[config.mk]
export PLATFORM = sky130hd
export DESIGN_NAME = operand_stager
export DESIGN_NICKNAME = d
export VERILOG_FILES = /design/src/rtl/operand_stager.sv
export SDC_FILE = /design/constraint.sdc
export NUM_CORES = 1
export LEC_CHECK = 0
export CORE_ASPECT_RATIO = 0.8
export CORE_MARGIN = 1.5
export CORE_UTILIZATION = 45
export CTS_CLUSTER_SIZE = 16
export DETAILED_ROUTE_END_ITERATION = 6
export GPL_ROUTABILITY_DRIVEN = 0
export PLACE_DENSITY = 0.88
export RECOVER_POWER = 100
export SLEW_MARGIN = 15
export SYNTH_ARGS = -nofsm -noshare
export SYNTH_HDL_FRONTEND = slang
export SYNTH_SLANG_ARGS = --single-unit
[constraint.sdc]
create_clock -name clk -period 1.7 [get_ports clk]
set_input_delay 0.51 -clock clk [delete_from_list [all_inputs] [get_ports clk]]
set_output_delay 0.51 -clock clk [all_outputs]
set_load 0.02 [all_outputs]
[src/rtl/operand_stager.sv]
// Operand stager: gathers two operand bytes (A then B) from a valid/ready stream,
// holds them stable for the adder until acknowledged, and counts delivered pairs.
module operand_stager #(
  parameter int unsigned WIDTH = 8,
  parameter int unsigned CNT_W = 8
) (
  input  logic             clk,
  input  logic             rst_n,
  input  logic [WIDTH-1:0] in_data,
  input  logic             in_valid,
  output logic             in_ready,
  input  logic             clear,
  output logic [WIDTH-1:0] op_a,
  output logic [WIDTH-1:0] op_b,
  output logic             op_valid,
  input  logic             op_ack,
  output logic [CNT_W-1:0] pair_count
);

  typedef enum logic [1:0] {
    WAIT_A,
    WAIT_B,
    PRESENT
  } state_t;

  state_t state;
  state_t state_nxt;
  logic   load_a;
  logic   load_b;
  logic   count_en;

  // in_ready includes rst_n so the producer sees no acceptance while in reset
  assign in_ready = (state != PRESENT) && !clear && rst_n;
  assign op_valid = (state == PRESENT);

  always_comb begin
    state_nxt = state;
    load_a    = 1'b0;
    load_b    = 1'b0;
    count_en  = 1'b0;
    if (clear) begin
      state_nxt = WAIT_A;
    end else begin
      case (state)
        WAIT_A: begin
          if (in_valid && in_ready) begin
            load_a    = 1'b1;
            state_nxt = WAIT_B;
          end
        end
        WAIT_B: begin
          if (in_valid && in_ready) begin
            load_b    = 1'b1;
            state_nxt = PRESENT;
          end
        end
        PRESENT: begin
          if (op_ack) begin
            count_en  = 1'b1;
            state_nxt = WAIT_A;
          end
        end
        default: state_nxt = WAIT_A;
      endcase
    end
  end

  always_ff @(posedge clk or negedge rst_n) begin
    if (!rst_n) begin
      state <= WAIT_A;
    end else begin
      state <= state_nxt;
    end
  end

  always_ff @(posedge clk or negedge rst_n) begin
    if (!rst_n) begin
      op_a <= '0;
      op_b <= '0;
    end else if (clear) begin
      op_a <= '0;
      op_b <= '0;
    end else begin
      if (load_a) op_a <= in_data;
      if (load_b) op_b <= in_data;
    end
  end

  // clear suppresses count_en in the decode above, so the counter needs no clear term
  always_ff @(posedge clk or negedge rst_n) begin
    if (!rst_n) begin
      pair_count <= '0;
    end else if (count_en) begin
      pair_count <= pair_count + CNT_W'(1);
    end
  end

endmodule
# [After elaboration in Yosys (flattened, before gate mapping)]
# Index checks and enable logic that the tools add are counted.
[totals] register_bits=26 inputBits=13
[classes] reduce_logical=8 n_eq_ne=6 add_sub_neg=1 muxes=17
[ops] operator="$mux W8" n=4
[ops] operator="$add A8 B1 Y8 const B" n=1
[ops] operator="$mux W1" n=8
[ops] operator="$mux W2" n=4
[ops] operator="$ne A3 B3 Y1 const B" n=2
[ops] operator="$pmux W2 S3" n=1
[ops] operator="$reduce_bool A2 Y1" n=2
[ops] operator="$logic_and A1 B1 Y1" n=3
[ops] operator="$ne A3 B2 Y1 const B" n=1
[ops] operator="$reduce_and A3 Y1" n=1
[ops] operator="$eq A2 B1 Y1 const B" n=1
[ops] operator="$eq A2 B2 Y1 const B" n=1
[ops] operator="$logic_not A2 Y1" n=1
[ops] operator="$ne A2 B2 Y1 const B" n=1
[ops] operator="$logic_not A1 Y1" n=1

# [Longest topological paths before layout]
[logic_depth] word_depth=9 mapped_depth=5 ltp_nobuf=4

# [Worst setup path after synthesis]
# No wires, ideal clock.
[synth_timing] path_type="input to output" startpoint="input port clear" endpoint="output port in_ready" required_time_ns=1.190 setup_slack_ns=-0.055 arrival_time_ns=1.245 path_buffers=1 stages=2 cell_sequence="clkbuf_1 > nor3b_1"
[synth_via] elab_chain_len=3
[synth_rtl] element="start, declared" line_no="12" text="input logic clear,"
[synth_rtl] element="$logic_not A1 Y1" line_no="33" text="assign in_ready = (state != PRESENT) && !clear && rst_n;"
[synth_rtl] element="$logic_and A1 B1 Y1 (2 in series)" line_no="33"
[synth_rtl] element="end, declared" line_no="11" text="output logic in_ready,"
# Every way passes these cells.

# [Final worst setup path]
[layout_timing] startpoint="register state[1]" endpoint="output port in_ready"
[layout_via] elab_chain_len=3
[layout_rtl] element="start, declared" line_no="26" text="state_t state;"
[layout_rtl] element="start signal, assigned" line_no="72" text="state <= state_nxt;"
[layout_rtl] element="$ne A2 B2 Y1" line_no="33"
[layout_rtl] element="$logic_and A1 B1 Y1 (2 in series)" line_no="33"
# Every way passes these cells.

==> impl_metrics.py <==
metrics = {
    "timing": {
        "slew_headroom_pct": 64.1,
        "finClkSkew_ns": 0.00536,
        "maxSlewViolCount": 0,
        "worstMarginPinSlew_ns": 0.537,
        "rsz0062_at_grt": "true",
        "max_freq_mhz": 585,
        "fin_crit_ns": 1.71,
        "period_share_pct": 101,
        "worst_slack_ns": -0.00902,
        "final-setup-viol-count": 1,
        "hold_violations": 0,
    },
    "global_route": {
        "grt_max_degree": 30,
        "grt_pass1_vias": 972,
        "grt_pass1_wl_mm": 4.39,
        "track_usage_pct": 19.5,
        "antenna_found_initial": 0,
        "overflow": 0,
    },
    "run_status": {
        "outcome": "complete, but fails checks",
        "violations": "negative setup slack",
    },
    "routing": {
        "wl_mm": 2.82,
        "postRouteAntennaNets": 0,
        "drcViolationCount": 0,
        "dr.pass1.iters": 4,
        "drtIter0Drc": 32,
        "post_drt_wl_per_cell_um": 14.6,
        "vias_per_cell": 5.28,
        "vias": 1019,
    },
    "worst_setup_path": {
        "slowest_stage": "dfrtp_1",
        "crit_arrival_ns": 1.20,
        "rr_worst_depth": 4,
        "r2r_end": "pair_count[7]$_DFFE_PN0P_",
        "path_class": "flop to primary output",
        "crit_required_ns": 1.19,
        "crit_path_start_kind": "flop",
        "worst_setup_path_end_kind": "primary output",
        "r2r_setup_slack_ns": 0.13,
        "critPathMaxFanout": 3,
        "path_cells": "nor2b_4 -> nor3b_2 -> buf_4",
        "critPathMaxStageDelay_ns": 0.41,
        "r2r-start": "state[0]$_DFFE_PN0P_",
    },
    "clock_tree": {
        "cts_root_buf": "clkbuf_4",
        "numClockSinks": 26,
        "cts_htree_levels": 1,
        "path_clk_slew_ns": 0.14,
        "cts_hold_buf": 0,
        "clk_latency_ns": 0.33,
        "cts_tree": "yes",
        "cts_buffer_depth": 2,
        "numCtsBuffers": 3,
    },
    "floorplan": {
        "initial_core_util_pct": 48.2,
        "die_w_um": 60.9,
        "pin_count": 39,
        "row_count": 16,
        "die_area_um2": 3000,
        "placeableCoreArea_um2": 2500,
        "fp.dieH_um": 49.3,
    },
    "power_and_ir_drop": {
        "switchingPower_mw": 0.314,
        "ir_drop_uv": 533,
        "power.internal_mw": 0.957,
        "p_clk_share_pct": 33.1,
        "sw_frac_of_total_pct": 24.7,
        "powerDensity_nw_per_um2": 765,
        "combPwrFrac_pct": 15.1,
        "p_leak_nw": 0.812,
        "seqPwrFrac_pct": 51.8,
    },
    "logic_synthesis": {
        "yosysTopAreaCellShare_pct": 54.0,
        "synth_cells": 115,
        "synth_fp_nets": 129,
        "synth_area_leaders": "dfrtp_1 54%, nand3_1 7.1%, a21oi_1 6.6%",
        "ys_ff_latch": 26,
        "synth_area_um2": 1200,
        "ys_seq_area_share_pct": 54.0,
        "synth_warnings": 0,
        "synth_largest_area_cell": "dfrtp_1",
        "synth_cell_types": 25,
        "avgSynthCellArea_um2": 10.5,
    },
    "hold_path": {
        "hold_class": "primary input to async pin",
    },
    "placed_design": {
        "dp_slack_ns": -0.607,
        "port-buffer-count": 38,
        "placedCellCount": 188,
        "hpwlAfterDp_mm": 2.00,
    },
    "cells_and_area": {
        "seq_area_um2": 651,
        "fill_cells": 197,
        "diodes": 0,
        "final_cells": 193,
        "nNetsFinal": 172,
        "area_growth_pct": 37.9,
        "multi_input_area_um2": 499,
        "drive_above_1_share_pct": 10.8,
    },
    "job": {
        "drv_cap": 0,
    },
}
[area by class of cell]
class | instances | area share (%)
Sequential cell | 26 | 39.2
Multi-Input combinational cell | 80 | 30.0
Timing Repair Buffer | 46 | 24.7
Tap cell | 36 | 2.71
Clock inverter | 1 | 1.81
Clock buffer | 3 | 1.36
Inverter | 1 | 0.226
[worst max-delay path by stage]
stage                                     from  cells after the start  endpoint
final                     state[1]$_DFFE_PN0P_                      3  in_ready
after global routing      state[1]$_DFFE_PN0P_                      3  in_ready
after CTS                 state[1]$_DFFE_PN0P_                      3  in_ready
after detailed placement                 rst_n                      3  in_ready
after global placement                   rst_n                      3  in_ready
after floorplan           state[0]$_DFFE_PN0P_                      3  in_ready
[layer usage]
layer,track usage [%],wire [um],up-vias
li1,-,-,494
met1,24.0,1220,485
met2,32.4,1440,33
met3,4.51,105,7
met4,7.61,56,0
met5,0,0,-
[kinds of logic (layout without fill, tap and decap cells)]
group / count (synthesis) / after routing / synth area share, %
fa+ha+maj: 1 / 1 / 1.04
compound gates: 33 / 33 / 14.0
xor+xnor: 8 / 8 / 5.82
flops: 26 / 26 / 54.0
buf+inv: 9 / 51 / 4.36
simple gates: 38 / 38 / 20.8
[sequential cells by signal, summed over array words and instances, names as in the netlist]
name        cells
op_b            8
op_a            8
state           2
pair_count      8
[power groups by stage]
stage / clock [mW] / combinational (mW) / sequential (mW)
2_1_floorplan: 0 / 0.0770 / 0.689
3_3_place_gp: 0 / 0.199 / 0.667
3_5_place_dp: 0 / 0.205 / 0.669
4_1_cts: 0.430 / 0.191 / 0.658
5_1_grt: 0.453 / 0.206 / 0.661
6_report: 0.421 / 0.191 / 0.658
[through the flow]
stage | area (um^2) | TNS, ns | utilization [%] | power [mW] | hold slack, ns
after floorplan | 1210 | 0 | - | 0.767 | 0.214
final | 1660 | -0.00902 | 66.4 | 1.27 | 0.322
after global routing | 1660 | -0.0669 | 66.4 | 1.32 | 0.350
after detailed placement | 1650 | -9.85 | 66.0 | 0.874 | 0.458
after global placement | 1650 | -8.77 | 66.0 | 0.867 | 0.455
after CTS | 1670 | -0.0253 | 66.8 | 1.28 | 0.316
[synth_stat cells, drive strengths merged]
| master | instances |
|---|---|
| nor2b | 1 |
| a21oi | 16 |
| buf | 6 |
| nand4bb | 2 |
| nand4 | 2 |
| nand2 | 8 |
| ha | 1 |
| dfrtp | 26 |
| inv | 1 |
| nor4 | 1 |
| o21ai | 16 |
| xor2 | 3 |
| and4bb | 2 |
| clkbuf | 2 |
| xnor2 | 5 |
| nand3 | 17 |
| a22o | 1 |
| nor3 | 3 |
| nor2 | 1 |
| nor3b | 1 |
[placed cells by master, fill, tap and decap left out, types with 2 or more instances in the layout]
cell / count
nor3_1: 3
xnor2_1: 5
buf_4: 7
clkdlybuf4s50_1: 9
nand3_1: 17
o21ai_1: 10
nand4_1: 2
dlygate4sd2_1: 25
nand2_1: 8
and4bb_1: 2
dfrtp_1: 26
xor2_1: 3
o21ai_0: 6
a21oi_1: 16
clkbuf_4: 3
[worst max-delay path: cells and delay by family (launching register included)]
family | cells | cell delay, ns
DFF | 1 | 0.41
and+or+nand+nor | 2 | 0.30
buffers and inverters | 1 | 0.16
[repair_timing]
action                     in CTS  in global routing
gates resized for setup        37                  1
setup endpoints to repair      42                  2
setup buffers                   0                  1
pin swaps                       1                  1
gates cloned                    0                  0
Power figures use the tool's default switching activity.
